<file path="config.mk">
export PLATFORM = sky130hd
export DESIGN_NAME = led_display_capture
export DESIGN_NICKNAME = d
export VERILOG_FILES = /design/src/rtl/led_display_capture_pkg.sv /design/src/rtl/led_display_capture_seg7_decode.sv /design/src/rtl/led_display_capture.sv
export SDC_FILE = /design/constraint.sdc
export NUM_CORES = 1
export LEC_CHECK = 0
export ABC_AREA = 1
export BUFFER_PORTS_ARGS = -buffer_cell sky130_fd_sc_hd__buf_2
export CAP_MARGIN = 20
export CORE_AREA = 5 5 107 109
export CTS_CLUSTER_SIZE = 8
export DETAILED_ROUTE_END_ITERATION = 10
export DIE_AREA = 0 0 112 114
export GPL_ROUTABILITY_DRIVEN = 0
export PLACE_DENSITY = 0.78
export REMOVE_ABC_BUFFERS = 1
export SYNTH_ARGS = -nofsm -noshare
export SYNTH_HDL_FRONTEND = slang
export SYNTH_SLANG_ARGS = --single-unit
</file>
<file path="constraint.sdc">
create_clock -name clk -period 5.1 [get_ports clk]
set_input_delay 0.255 -clock clk [delete_from_list [all_inputs] [get_ports clk]]
set_output_delay 0.255 -clock clk [all_outputs]
set_load 0.03 [all_outputs]
</file>
<file path="src/rtl/led_display_capture_pkg.sv">
// Shared definitions for the multiplexed 7-segment clock display.
// Holds the segment codes (bit7=a .. bit1=g, bit0=dp, active high),
// the digit-position indices used by both the display driver and the
// capture block, the scan FSM state type and small mask helpers.
package led_display_capture_pkg;

    localparam int unsigned NUM_DIGITS = 6;

    localparam logic [7:0] SEG_0     = 8'hFC;
    localparam logic [7:0] SEG_1     = 8'h60;
    localparam logic [7:0] SEG_2     = 8'hDA;
    localparam logic [7:0] SEG_3     = 8'hF2;
    localparam logic [7:0] SEG_4     = 8'h66;
    localparam logic [7:0] SEG_5     = 8'hB6;
    localparam logic [7:0] SEG_6     = 8'hBE;
    localparam logic [7:0] SEG_7     = 8'hE0;
    localparam logic [7:0] SEG_8     = 8'hFE;
    localparam logic [7:0] SEG_9     = 8'hF6;
    localparam logic [7:0] SEG_BLANK = 8'h00;

    // Digit positions: enable-mask bit n and time_bcd nibble n
    localparam int unsigned DIGIT_SEC_ONES  = 0;
    localparam int unsigned DIGIT_SEC_TENS  = 1;
    localparam int unsigned DIGIT_MIN_ONES  = 2;
    localparam int unsigned DIGIT_MIN_TENS  = 3;
    localparam int unsigned DIGIT_HOUR_ONES = 4;
    localparam int unsigned DIGIT_HOUR_TENS = 5;

    typedef enum logic [1:0] {
        SCAN_IDLE,
        SCAN_SETTLE,
        SCAN_SAMPLED
    } scan_state_e;

    function automatic logic is_onehot(input logic [NUM_DIGITS-1:0] mask);
        return (mask != '0) && ((mask & (mask - 6'd1)) == '0);
    endfunction

    // Position of the set bit in a one-hot digit mask
    function automatic logic [2:0] digit_index(input logic [NUM_DIGITS-1:0] mask);
        logic [2:0] idx;
        idx = '0;
        if (mask[DIGIT_SEC_ONES])  idx = 3'(DIGIT_SEC_ONES);
        if (mask[DIGIT_SEC_TENS])  idx = 3'(DIGIT_SEC_TENS);
        if (mask[DIGIT_MIN_ONES])  idx = 3'(DIGIT_MIN_ONES);
        if (mask[DIGIT_MIN_TENS])  idx = 3'(DIGIT_MIN_TENS);
        if (mask[DIGIT_HOUR_ONES]) idx = 3'(DIGIT_HOUR_ONES);
        if (mask[DIGIT_HOUR_TENS]) idx = 3'(DIGIT_HOUR_TENS);
        return idx;
    endfunction

endpackage

</file>
<file path="src/rtl/led_display_capture_seg7_decode.sv">
// seg7_decode: combinational 7-segment to BCD decoder.
// Ports:
//   seg_ag     in  [6:0] segments a..g (bit6=a .. bit0=g), dp excluded
//   digit      out [3:0] decoded BCD value (0 when blank or illegal)
//   is_blank   out       all segments off
//   is_illegal out       pattern is neither a digit 0-9 nor blank
module seg7_decode
    import led_display_capture_pkg::*;
(
    input  logic [6:0] seg_ag,
    output logic [3:0] digit,
    output logic       is_blank,
    output logic       is_illegal
);

    always_comb begin
        digit      = '0;
        is_blank   = 1'b0;
        is_illegal = 1'b0;
        case (seg_ag)
            SEG_0[7:1]:     digit = 4'd0;
            SEG_1[7:1]:     digit = 4'd1;
            SEG_2[7:1]:     digit = 4'd2;
            SEG_3[7:1]:     digit = 4'd3;
            SEG_4[7:1]:     digit = 4'd4;
            SEG_5[7:1]:     digit = 4'd5;
            SEG_6[7:1]:     digit = 4'd6;
            SEG_7[7:1]:     digit = 4'd7;
            SEG_8[7:1]:     digit = 4'd8;
            SEG_9[7:1]:     digit = 4'd9;
            SEG_BLANK[7:1]: is_blank = 1'b1;
            default:        is_illegal = 1'b1;
        endcase
    end

endmodule

</file>
<file path="src/rtl/led_display_capture.sv">
// led_display_capture: snoops a multiplexed 6-digit 7-segment clock display
// and reassembles the shown time as HH-MM-SS BCD.
// Ports:
//   clk, reset                 clock; synchronous active-high reset
//   display_led_segments [7:0] segment bus, bit7=a .. bit1=g, bit0=dp
//   display_led_enable_mask[5:0] one-hot digit enable (5-4 hh, 3-2 mm, 1-0 ss)
//   time_bcd [23:0]            last complete frame, nibble n = digit n
//   blank_mask [5:0]           digits that were dark in the last frame
//   dp_mask [5:0]              decimal points of the last frame
//   frame_valid                one-cycle pulse on output update
//   time_changed               pulse with frame_valid when time_bcd changed
//   decode_error               sticky: illegal pattern or multi-bit mask
//   stale                      no frame for TIMEOUT_CYCLES cycles
// Build option: define LED_DISPLAY_CAPTURE_DP_EN to capture decimal points;
// otherwise dp_mask is tied low and bit0 of the segment bus is ignored.
module led_display_capture
    import led_display_capture_pkg::*;
#(
    parameter int unsigned SETTLE_CYCLES  = 4,
    parameter int unsigned TIMEOUT_CYCLES = 1_000_000
) (
    input  logic        clk,
    input  logic        reset,
    input  logic [7:0]  display_led_segments,
    input  logic [5:0]  display_led_enable_mask,
    output logic [23:0] time_bcd,
    output logic [5:0]  blank_mask,
    output logic [5:0]  dp_mask,
    output logic        frame_valid,
    output logic        time_changed,
    output logic        decode_error,
    output logic        stale
);

    localparam int unsigned SETTLE_W = (SETTLE_CYCLES > 1) ? $clog2(SETTLE_CYCLES) : 1;
    localparam logic [SETTLE_W-1:0] SETTLE_LAST = SETTLE_W'(SETTLE_CYCLES - 1);
    localparam bit SETTLE_IMMEDIATE = (SETTLE_CYCLES <= 1);
    localparam int unsigned TO_W = $clog2(TIMEOUT_CYCLES + 1);
    localparam logic [TO_W-1:0] TIMEOUT_MAX = TO_W'(TIMEOUT_CYCLES);

    // Input registers and change detection
    logic [7:1]            seg_ag_q;
    logic [NUM_DIGITS-1:0] mask_q, track_q;

    // Scan FSM
    scan_state_e           state_q, state_d;
    logic [SETTLE_W-1:0]   cnt_q, cnt_d;
    logic                  sample, mask_err;

    // Staging and outputs
    logic [NUM_DIGITS-1:0] seen_q, seen_d;
    logic [23:0]           stage_bcd_q, stage_bcd_d;
    logic [NUM_DIGITS-1:0] stage_blank_q, stage_blank_d;
    logic [23:0]           time_bcd_q, time_bcd_d;
    logic [NUM_DIGITS-1:0] blank_q, blank_d;
    logic                  fv_q, fv_d;
    logic                  tc_q, tc_d;
    logic                  err_q, err_d;
    logic [TO_W-1:0]       to_cnt_q, to_cnt_d;

    logic                  changed, frame_done;
    logic [2:0]            digit_idx;
    logic [3:0]            dec_digit;
    logic                  dec_blank, dec_illegal;

    seg7_decode u_decode (
        .seg_ag     (seg_ag_q),
        .digit      (dec_digit),
        .is_blank   (dec_blank),
        .is_illegal (dec_illegal)
    );

    assign changed    = (mask_q != track_q);
    assign digit_idx  = digit_index(mask_q);
    assign frame_done = (seen_q == '1);

    always_comb begin
        state_d  = state_q;
        cnt_d    = cnt_q;
        sample   = 1'b0;
        mask_err = 1'b0;
        if (changed) begin
            if (mask_q == '0) begin
                state_d = SCAN_IDLE;
            end else if (!is_onehot(mask_q)) begin
                state_d  = SCAN_IDLE;
                mask_err = 1'b1;
            end else if (SETTLE_IMMEDIATE) begin
                state_d = SCAN_SAMPLED;
                sample  = 1'b1;
            end else begin
                state_d = SCAN_SETTLE;
                cnt_d   = SETTLE_W'(1);
            end
        end else if (state_q == SCAN_SETTLE) begin
            if (cnt_q == SETTLE_LAST) begin
                state_d = SCAN_SAMPLED;
                sample  = 1'b1;
            end else begin
                cnt_d = cnt_q + 1'b1;
            end
        end
    end

    always_comb begin
        stage_bcd_d   = stage_bcd_q;
        stage_blank_d = stage_blank_q;
        time_bcd_d    = time_bcd_q;
        blank_d       = blank_q;
        fv_d          = frame_done;
        tc_d          = frame_done && (stage_bcd_q != time_bcd_q);
        err_d         = err_q | mask_err | (sample & dec_illegal);
        // A digit captured in the completion cycle starts the next frame
        seen_d        = frame_done ? '0 : seen_q;
        to_cnt_d      = (to_cnt_q == TIMEOUT_MAX) ? to_cnt_q : to_cnt_q + 1'b1;

        if (sample && !dec_illegal) begin
            seen_d = seen_d | mask_q;
            stage_blank_d[digit_idx] = dec_blank;
            if (!dec_blank) begin
                stage_bcd_d[{digit_idx, 2'b00} +: 4] = dec_digit;
            end
        end

        if (frame_done) begin
            time_bcd_d = stage_bcd_q;
            blank_d    = stage_blank_q;
            to_cnt_d   = '0;
        end
    end

    always_ff @(posedge clk) begin
        if (reset) begin
            seg_ag_q      <= '0;
            mask_q        <= '0;
            track_q       <= '0;
            state_q       <= SCAN_IDLE;
            cnt_q         <= '0;
            seen_q        <= '0;
            stage_bcd_q   <= '0;
            stage_blank_q <= '0;
            time_bcd_q    <= '0;
            blank_q       <= '0;
            fv_q          <= 1'b0;
            tc_q          <= 1'b0;
            err_q         <= 1'b0;
            to_cnt_q      <= '0;
        end else begin
            seg_ag_q      <= display_led_segments[7:1];
            mask_q        <= display_led_enable_mask;
            track_q       <= mask_q;
            state_q       <= state_d;
            cnt_q         <= cnt_d;
            seen_q        <= seen_d;
            stage_bcd_q   <= stage_bcd_d;
            stage_blank_q <= stage_blank_d;
            time_bcd_q    <= time_bcd_d;
            blank_q       <= blank_d;
            fv_q          <= fv_d;
            tc_q          <= tc_d;
            err_q         <= err_d;
            to_cnt_q      <= to_cnt_d;
        end
    end

`ifdef LED_DISPLAY_CAPTURE_DP_EN
    logic                  seg_dp_q;
    logic [NUM_DIGITS-1:0] stage_dp_q, stage_dp_d;
    logic [NUM_DIGITS-1:0] dp_q, dp_d;

    always_comb begin
        stage_dp_d = stage_dp_q;
        dp_d       = dp_q;
        if (sample && !dec_illegal) begin
            stage_dp_d[digit_idx] = seg_dp_q;
        end
        if (frame_done) begin
            dp_d = stage_dp_q;
        end
    end

    always_ff @(posedge clk) begin
        if (reset) begin
            seg_dp_q   <= 1'b0;
            stage_dp_q <= '0;
            dp_q       <= '0;
        end else begin
            seg_dp_q   <= display_led_segments[0];
            stage_dp_q <= stage_dp_d;
            dp_q       <= dp_d;
        end
    end

    assign dp_mask = dp_q;
`else
    logic unused_seg_dp;
    assign unused_seg_dp = display_led_segments[0];
    assign dp_mask       = '0;
`endif

    assign time_bcd     = time_bcd_q;
    assign blank_mask   = blank_q;
    assign frame_valid  = fv_q;
    assign time_changed = tc_q;
    assign decode_error = err_q;
    assign stale        = (to_cnt_q == TIMEOUT_MAX);

endmodule

</file>
# After elaboration in Yosys (flattened, before gate mapping)
# Cells that the tools add are included.
# word_totals
output_inout_bits	40
inputBits	16
elab_cells	92
ff_bits	112
# classes
eq_ne	19
magnitude_cmp	2
bitwise_logic	6
mux	30
shift	2
add_sub_neg	4
n_reduce_logical	15
# ops
op	n
$eq A7 B7 Y1 const B	8
$pmux W4 S9	1
$bwmux W24	1
$ne A24 B24 Y1	1
$shift A4 B7 Y24 const A	1
$shiftx A4 B7 Y24	1
$add A20 B1 Y20 const B	1
$eq A20 B20 Y1 const B	1
$mux W2	8
$eq A7 B6 Y1 const B	2
$logic_not A6 Y1	2
$mux W1	12
$mux W3	4
$mux W6	2
$reduce_or A11 Y1	1
$logic_not A7 Y1	1
$neg A5 Y7	1
$and A6 B6 Y6	1
$bwmux W6	1
$eq A6 B6 Y1 const B	1
$ne A6 B6 Y1	1
$or A6 B6 Y6	1
$reduce_bool A6 Y1	1
$sub A6 B1 Y6 const B	1
16 further kinds	23

# Longest topological paths before layout
# Gate-level depths: netlist (run 1).
# logic_depth
depth_word	10
mapped_depth	13
ltp_nobuf	13

# Hierarchy
# A second synthesis (run 1) with hierarchy kept.
# unflattened
cells_unflattened	748
area_unflattened_um2	5226.3
# by_module_without_submodules
mod	area_each_um2	instances	cells_per_inst	seq_area_each_um2
led_display_capture	5026.1	1	704	2242.2
seg7_decode	200.2	1	44	0.0

# Worst setup path before layout (run 1)
# OpenSTA, ideal clock, no wires.
# synth_path
path_type	flip-flop to flip-flop
start	reg mask_q[1]
end	reg stage_bcd_q[10]
setup_time_ps	116
required_ps	4984
path_slack_ps	3054
t_arrival_ps	1930
n_path_buf	0
stages_incl_launch_ff	11
synth_period_minus_slack_ps	2046
cell_sequence	dfxtp_1 > inv_2 > o21ai_0 > nand2_1 > ha_1 > ha_1 > nand3_1 > nor3_1 > nand4_1 > o21ai_0 > nor2_1
# synth_between
elab_chain_len	8
word_cells_on_any_way	13
cone_classes	add/sub (1); eq/ne (1); shift (2); mux (7); reduce/logical (2)
# synth_rtl
item	line	rtl
start: declaration	led_display_capture.sv:43	logic [NUM_DIGITS-1:0] mask_q, track_q;
start signal: assignment	led_display_capture.sv:150	mask_q <= display_led_enable_mask;
$mux W1	led_display_capture_pkg.sv:44	if (mask[DIGIT_SEC_TENS]) idx = 3'(DIGIT_SEC_TENS);
$mux W3	led_display_capture_pkg.sv:45	if (mask[DIGIT_MIN_ONES]) idx = 3'(DIGIT_MIN_ONES);
$mux W3	led_display_capture_pkg.sv:46	if (mask[DIGIT_MIN_TENS]) idx = 3'(DIGIT_MIN_TENS);
$mux W3	led_display_capture_pkg.sv:47	if (mask[DIGIT_HOUR_ONES]) idx = 3'(DIGIT_HOUR_ONES);
$mux W3	led_display_capture_pkg.sv:48	if (mask[DIGIT_HOUR_TENS]) idx = 3'(DIGIT_HOUR_TENS);
$neg A5 Y7	led_display_capture.sv:121	stage_bcd_d[{digit_idx, 2'b00} +: 4] = dec_digit;
$shiftx A4 B7 Y24 / $shift A4 B7 Y24 (equally long branches)	led_display_capture.sv:121	
$bwmux W24	led_display_capture.sv:121	
end signal: assignment	led_display_capture.sv:155	stage_bcd_q <= stage_bcd_d;
end: declaration	led_display_capture.sv:52	logic [23:0] stage_bcd_q, stage_bcd_d;
# Parallel ways exist; a longest one is shown, timed or not.
# A chain may end at the register's enable or synchronous reset.

# Final worst setup path (run 1)
# layout_path
start	reg mask_q[5]
end	reg stage_bcd_q[11]
# layout_between
elab_chain_len	4
word_cells_on_any_way	9
cone_classes	add/sub (1); eq/ne (1); shift (2); mux (3); reduce/logical (2)
# layout_rtl
item	line
$mux W3 / $ne A6 B6 Y1 (equally long branches)	led_display_capture_pkg.sv:48, led_display_capture.sv:73
$neg A5 Y7 / $mux W1 (equally long branches)	led_display_capture.sv:121, led_display_capture.sv:82
$shiftx A4 B7 Y24, or another cell as far along	led_display_capture.sv:121
$bwmux W24 / $reduce_and A2 Y1 (equally long branches)	-
# Parallel ways exist; a longest one is shown, timed or not.

==> results of run 1 <==
-- layer usage --
layer	vias up	GRT usage	part of all wire
li1	2327	-	-
met2	111	0.281	0.46
met3	16	0.0424	0.053
met1	1970	0.218	0.47
met4	0	0.0353	0.016
met5	-	0	0
-- power by group --
group	total (mW)	switching [mW]	internal [mW]
clock network	0.674	0.286	0.387
registers	0.900	0.0123	0.888
logic	0.115	0.0827	0.0321
total	1.69	0.381	1.31
-- critical path, delay by kind of cell, from the launching register on --
kind | cells | cell delay [ns]
compound gates | 1 | 0.27
fa+ha+maj | 2 | 0.48
buf+inv | 2 | 0.20
flops | 1 | 0.46
simple gates | 6 | 1.01
-- flip-flops by register name, indices dropped and copies added (netlist names) --
signal,cells
stage_bcd_q,24
time_bcd,24
to_cnt_q,20
seg_ag_q,7
blank_mask,6
mask_q,6
seen_q,6
stage_blank_q,6
track_q,6
cnt_q,2
state_q,2
decode_error,1
frame_valid,1
time_changed,1
-- cell usage after synthesis (2+ instances only) --
cell / count
sky130_fd_sc_hd__o21a_1: 2
sky130_fd_sc_hd__nor4_1: 6
sky130_fd_sc_hd__nand2_2: 2
sky130_fd_sc_hd__nor3_1: 16
sky130_fd_sc_hd__buf_2: 2
sky130_fd_sc_hd__nand3_1: 34
sky130_fd_sc_hd__clkbuf_1: 10
sky130_fd_sc_hd__ha_1: 5
sky130_fd_sc_hd__nand2_1: 150
sky130_fd_sc_hd__o21ai_0: 30
sky130_fd_sc_hd__xor2_1: 8
sky130_fd_sc_hd__o22ai_1: 11
sky130_fd_sc_hd__buf_4: 6
sky130_fd_sc_hd__nor2_1: 105
sky130_fd_sc_hd__xnor2_1: 9
sky130_fd_sc_hd__inv_1: 104
sky130_fd_sc_hd__dfxtp_1: 112
sky130_fd_sc_hd__a21oi_1: 33
sky130_fd_sc_hd__nand3_2: 3
sky130_fd_sc_hd__inv_2: 5
sky130_fd_sc_hd__a22o_1: 14
sky130_fd_sc_hd__nor2_2: 8
sky130_fd_sc_hd__nand4_1: 14
-- cells by family after synthesis --
family	synth area share
XOR/XNOR	0.0296
adder cells (fa/ha/maj)	0.0124
AND/OR/NAND/NOR	0.298
other	0.000745
AO/OA/AOI/OAI	0.111
buffers and inverters	0.103
flip-flops	0.445
-- final cells by class --
cell class,instances,area [um^2],share of cell area
timing repair buffer,50,255,0.0452
tap,140,175,0.0310
multi-input combinational,468,2290,0.406
sequential,112,2240,0.397
clock buffer,10,138,0.0244
inverter,109,409,0.0725
clock inverter,6,130,0.0231
-- cell usage in the layout (no fill, tap or decap), types with 2 or more instances in the layout --
| cell | instances |
|---|---|
| sky130_fd_sc_hd__buf_2 | 48 |
| sky130_fd_sc_hd__nor4_1 | 6 |
| sky130_fd_sc_hd__nor2_2 | 8 |
| sky130_fd_sc_hd__clkinv_2 | 2 |
| sky130_fd_sc_hd__nand2_1 | 150 |
| sky130_fd_sc_hd__inv_1 | 104 |
| sky130_fd_sc_hd__a21oi_1 | 33 |
| sky130_fd_sc_hd__o21ai_0 | 30 |
| sky130_fd_sc_hd__buf_4 | 2 |
| sky130_fd_sc_hd__xnor2_1 | 9 |
| sky130_fd_sc_hd__dfxtp_1 | 112 |
| sky130_fd_sc_hd__bufinv_16 | 4 |
| sky130_fd_sc_hd__conb_1 | 6 |
| sky130_fd_sc_hd__nand4_1 | 14 |
| sky130_fd_sc_hd__nand2_2 | 2 |
| sky130_fd_sc_hd__ha_1 | 5 |
| sky130_fd_sc_hd__nor3_1 | 16 |
| sky130_fd_sc_hd__nand3_2 | 3 |
| sky130_fd_sc_hd__nand3_1 | 34 |
| sky130_fd_sc_hd__clkbuf_8 | 10 |
| sky130_fd_sc_hd__o22ai_1 | 11 |
| sky130_fd_sc_hd__xor2_1 | 8 |
| sky130_fd_sc_hd__nor2_1 | 105 |
| sky130_fd_sc_hd__inv_2 | 5 |
| sky130_fd_sc_hd__a22o_1 | 14 |
| sky130_fd_sc_hd__o21a_1 | 2 |
-- worst max-delay path by stage --
| stage | startpoint | endpoint | slack, ns | cells after the start |
|---|---|---|---|---|
| global placement | reset | to_cnt_q[7] | 2.53 | 6 |
| global route | mask_q[1] | stage_bcd_q[8] | 2.33 | 12 |
| finish | mask_q[5] | stage_bcd_q[11] | 2.57 | 11 |
| detailed placement | reset | to_cnt_q[12] | 2.46 | 6 |
| floorplan | mask_q[1] | stage_bcd_q[10] | 3.05 | 10 |
| CTS | mask_q[5] | stage_bcd_q[11] | 2.60 | 10 |
-- through the flow --
stage          instance area (um^2)  power, mW  setup slack, ns
2_1_floorplan                  4940       1.00             3.05
3_3_place_gp                   5380       1.03             2.53
3_5_place_dp                   5380       1.03             2.46
4_1_cts                        5640       1.70             2.60
5_1_grt                        5640       1.75             2.33
6_report                       5640       1.69             2.57
==> flow_metrics.py, run 1 <==
metrics = {
    "setup_path": {
        "arrival_ns": 2.80,
        "worst_path_cell_trace": "inv_2, nand2_1, nand2_1, ha_1, ha_1, inv_1, nand3_1, nor3_1, nand4_1, o21ai_0, nor2_1",
        "timing.critical_path.to_type": "register",
        "ff2ff_path_depth": 11,
        "worstSetupStartpointType": "register",
        "worst_reg2reg_endpoint": "stage_bcd_q[11]",
        "critical_path.max_fanout": 6,
        "slowest_stage": "sky130_fd_sc_hd__dfxtp_1",
        "crit_path_max_incr_delay_ns": 0.46,
        "crit_type": "reg2reg",
        "critPathRequiredTime_ns": 5.37,
        "regToRegStartpoint": "mask_q[5]",
        "ff2ff_setup_slack_ns": 2.57,
    },
    "min_path": {
        "classification_of_the_worst_slack_hold_path": "in2reg",
        "startpoint_of_the_lowest_slack_hold_path": "display_led_segments[2]",
        "min_path_cells": 3,
        "hold_path_end": "seg_ag_q[2]",
    },
    "global_routing": {
        "grt_antenna_before_repair": 0,
        "overflow": 0,
        "grt_util_all_layers": 0.167,
        "grt_pass1_vias": 3864,
        "grt_start_max_net_pins": 37,
        "grt_pass1_wl_mm": 17.6,
    },
    "power_and_ir_drop": {
        "power.density_nw_per_um2": 299,
        "static_leak_nw": 2.59,
        "irDropWorstVdd_v": 0.000218,
    },
    "clocking": {
        "insertion_delay_ns": 0.37,
        "root_buffer_cell": "sky130_fd_sc_hd__clkbuf_8",
        "numCtsBuffers": 9,
        "post_cts.resized_instances": 0,
        "cts-htree-levels": 3,
        "post_cts_setup_driven_buffer_insertion_count": 0,
        "postCtsHoldBufs": 0,
        "tritoncts_clock_tree": "built",
        "clock_sinks": 112,
        "cts.path.max_buffers": 2,
        "cts.clk_slew.worst_paths_ns": 0.10,
    },
    "sta": {
        "hold_viol_final": 0,
        "layout_min_cycle_time_ns": 2.53,
        "timing.slew.headroom": 0.304,
        "worst_pin_slew_ns": 1.04,
        "period_share": 0.496,
        "final-max-slew-violation-count": 0,
        "fin_setup_tns_ns": 0,
        "achievable-frequency_ghz": 0.396,
        "timing.clock.skew_ns": 0.00999,
        "setup_viol_count_final": 0,
        "timing.hold.ws_ns": 0.0806,
        "rsz0062_at_grt": "false",
    },
    "floorplan": {
        "die_area_um2": 12800,
        "design.portCount": 56,
        "die_w_um": 112,
        "fp.dieH_um": 114,
        "placementRows": 38,
        "core_area_um2": 10500,
        "start_util": 0.479,
    },
    "flow_run": {
        "cap_viol_max_count": 0,
    },
    "routing": {
        "wl_per_cell_um": 11.8,
        "finalWirelength_mm": 10.6,
        "drc_errors": 0,
        "antenna_violating_nets_post_route": 0,
        "dr.first_iter.drc_count": 294,
        "detail_route.vias_per_cell": 4.94,
        "routed-via-count": 4424,
        "dr.pass1.iters": 5,
    },
    "synth": {
        "syn-cell-area_um2": 5030,
        "fraction_of_registers_with_async_set_or_reset_after_synthesis": 0,
        "number_of_synthesized_flops_with_an_enable_pin": 0,
        "synth_sequential_area_ratio": 0.445,
        "synth_seq_cells": 112,
        "synth_largest_area_cell": "sky130_fd_sc_hd__dfxtp_1",
        "synthesized_instance_count": 704,
        "syn-mean-instance-area_um2": 7.15,
        "yosysUniqueCellTypes": 38,
        "synth_top_area_share": 0.445,
        "synth_top_flop_cell": "sky130_fd_sc_hd__dfxtp_1",
        "ys_top_cells_by_area": "sky130_fd_sc_hd__dfxtp_1 (45%), sky130_fd_sc_hd__nand2_1 (11%), sky130_fd_sc_hd__nor2_1 (7.8%), sky130_fd_sc_hd__inv_1 (7.8%), sky130_fd_sc_hd__nand3_1 (3.4%)",
        "yosysWarningCount": 0,
    },
    "layout": {
        "final_cell_count_no_fill": 895,
        "layout-drive-gt1-share": 0.119,
        "area.growth.synth_to_final_pct": 12.1,
        "final_core_utilization": 0.537,
        "final_nets": 771,
        "fill_cells": 1002,
        "antenna-diode-count": 0,
    },
    "place": {
        "dp_hpwl_mm": 7.50,
        "place.detailed.instances": 879,
        "port-buffer-count": 48,
    },
    "status": {
        "status": "complete, no violations",
    },
}
Note: power is estimated with default switching activity, not from simulation.
==> run 2, diff against run 1 <==
Settings changed: PLACE_DENSITY 0.78 to 0.81.
Clock period 5.1 ns to 2.2 ns, I/O delays scaled along.
==> run 2 against run 1 <==
Net effect:
- clock power up 99%
- critical path depth up 2
- setup slack worse by 2.4 ns
- routed wire length up 4.2%
- core utilization up 2.4 points
- global-route usage up 1.4 points
- hold slack worse by 0.028 ns
- sequential share of layout area down 1.6 points
- combinational power rose to 2.9 times the previous value
==> flow_metrics.py, run 2 (synthesized netlist as in run 1, its figures left out) <==
metrics = {
    "status": {
        "status": "complete, no violations",
    },
    "floorplan": {
        "design.portCount": 56,
        "start_util": 0.479,
        "die_area_um2": 12800,
        "core_area_um2": 10500,
        "die_w_um": 112,
        "placementRows": 38,
        "fp.dieH_um": 114,
    },
    "global_routing": {
        "grt_start_max_net_pins": 27,
        "grt_antenna_before_repair": 0,
        "overflow": 0,
        "grt_pass1_wl_mm": 19.4,
        "grt_util_all_layers": 0.180,
        "grt_pass1_vias": 4397,
    },
    "clocking": {
        "insertion_delay_ns": 0.39,
        "cts.path.max_buffers": 2,
        "tritoncts_clock_tree": "built",
        "clock_sinks": 112,
        "numCtsBuffers": 9,
        "root_buffer_cell": "sky130_fd_sc_hd__clkbuf_8",
        "cts.clk_slew.worst_paths_ns": 0.10,
        "cts-htree-levels": 3,
    },
    "sta": {
        "period_share": 0.921,
        "hold_viol_final": 0,
        "final.setup.worst_slack_ns": 0.174,
        "timing.clock.skew_ns": 0.0140,
        "setup_viol_count_final": 0,
        "final-max-slew-violation-count": 0,
        "timing.slew.headroom": 0.588,
        "achievable-frequency_ghz": 0.494,
        "layout_min_cycle_time_ns": 2.03,
        "rsz0062_at_grt": "true",
        "worst_pin_slew_ns": 0.617,
    },
    "power_and_ir_drop": {
        "power.density_nw_per_um2": 637,
        "static_leak_nw": 2.71,
        "irDropWorstVdd_v": 0.000410,
        "fin_total_pwr_mw": 3.76,
    },
    "routing": {
        "dr.first_iter.drc_count": 250,
        "detail_route.vias_per_cell": 4.93,
        "antenna_violating_nets_post_route": 0,
        "finalWirelength_mm": 11.0,
        "routed-via-count": 4546,
        "dr.pass1.iters": 5,
        "wl_per_cell_um": 11.9,
        "drc_errors": 0,
    },
    "layout": {
        "area.growth.synth_to_final_pct": 17.2,
        "top_library_cells_by_usage_in_the_layout_fill_and_taps_aside": "sky130_fd_sc_hd__nand2_1 (149), sky130_fd_sc_hd__dfxtp_1 (109), sky130_fd_sc_hd__nor2_1 (105)",
        "antenna-diode-count": 0,
        "final_nets": 799,
        "layout-drive-gt1-share": 0.149,
        "final_core_utilization": 0.561,
        "mostFrequentLayoutCell": "sky130_fd_sc_hd__nand2_1",
    },
    "setup_path": {
        "critPathRequiredTime_ns": 2.52,
        "crit_type": "reg2reg",
        "critical_path.max_fanout": 5,
        "worstSetupStartpointType": "register",
        "arrival_ns": 2.34,
        "timing.critical_path.to_type": "register",
    },
    "place": {
        "place_worst_setup_slack_ns": -0.00677,
        "port-buffer-count": 48,
        "dp_hpwl_mm": 7.87,
    },
    "flow_run": {
        "cap_viol_max_count": 0,
    },
    "min_path": {
        "classification_of_the_worst_slack_hold_path": "in2reg",
    },
}
[run 2: timing repair]
item,in CTS,in global routing
setup endpoints to repair,2,20
cloned,0,0
pin swaps,2,6
setup buffers,0,1
hold buffers,13,0
hold endpoints to repair,13,0
resized for setup,3,12
[run 2: power by group]
group / total [mW] / internal, mW / leakage, nW / switching, mW
logic: 0.334 / 0.121 / 1.68 / 0.213
clock network: 1.34 / 0.635 / 0.115 / 0.706
registers: 2.08 / 2.06 / 0.909 / 0.0260
total: 3.76 / 2.81 / 2.71 / 0.945
[run 2: final timing paths]
path / start / end / slack, ns / cells after the start
min reg2reg: stage_blank_q[4] / stage_blank_q[4] / 0.46 / 2
min: reset / seg_ag_q[4] / 0.05 / 2
max: mask_q[4] / stage_bcd_q[6] / 0.17 / 13
max reg2reg: mask_q[4] / stage_bcd_q[6] / 0.17 / 13
[run 2: layout make-up]
cell class                      instances  area, um^2
Clock inverter                          4        58.8
Sequential cell                       112        2250
Clock buffer                           12         165
Timing Repair Buffer                   78         510
Inverter                              109         409
Fill cell                             982        4610
Tap cell                              140         175
Multi-Input combinational cell        468        2330
[run 2: layer usage]
| metal | global-route usage | vias to the layer above | routed length [um] |
|---|---|---|---|
| li1 | - | 2375 | - |
| met1 | 0.233 | 2028 | 5070 |
| met2 | 0.311 | 126 | 5120 |
| met3 | 0.0355 | 17 | 689 |
| met4 | 0.0457 | 0 | 138 |
| met5 | 0 | - | 0 |
[run 2: metrics by stage]
step / hold slack, ns / instance area (um^2) / cells / setup TNS (ns)
after global placement: 0.311 / 5490 / 893 / 0
after floorplan: 0.179 / 4940 / 689 / 0
after global routing: 0.0590 / 5900 / 923 / -0.0220
after detailed placement: 0.315 / 5490 / 893 / -0.0122
after CTS: 0.0351 / 5850 / 922 / 0
final: 0.0523 / 5900 / 923 / 0
[run 2: worst max-delay path, stage by stage, from the launching register on]
cell	delay [ns]
sky130_fd_sc_hd__dfxtp_1	0.33
sky130_fd_sc_hd__buf_4	0.14
sky130_fd_sc_hd__nand2_1	0.08
sky130_fd_sc_hd__nand2_1	0.09
sky130_fd_sc_hd__ha_2	0.41
sky130_fd_sc_hd__inv_1	0.07
sky130_fd_sc_hd__nor2_1	0.17
sky130_fd_sc_hd__inv_2	0.08
sky130_fd_sc_hd__nor2_1	0.14
sky130_fd_sc_hd__nand4_1	0.12
sky130_fd_sc_hd__buf_4	0.17
sky130_fd_sc_hd__nand2_1	0.05
sky130_fd_sc_hd__inv_1	0.03
sky130_fd_sc_hd__nor2_1	0.09
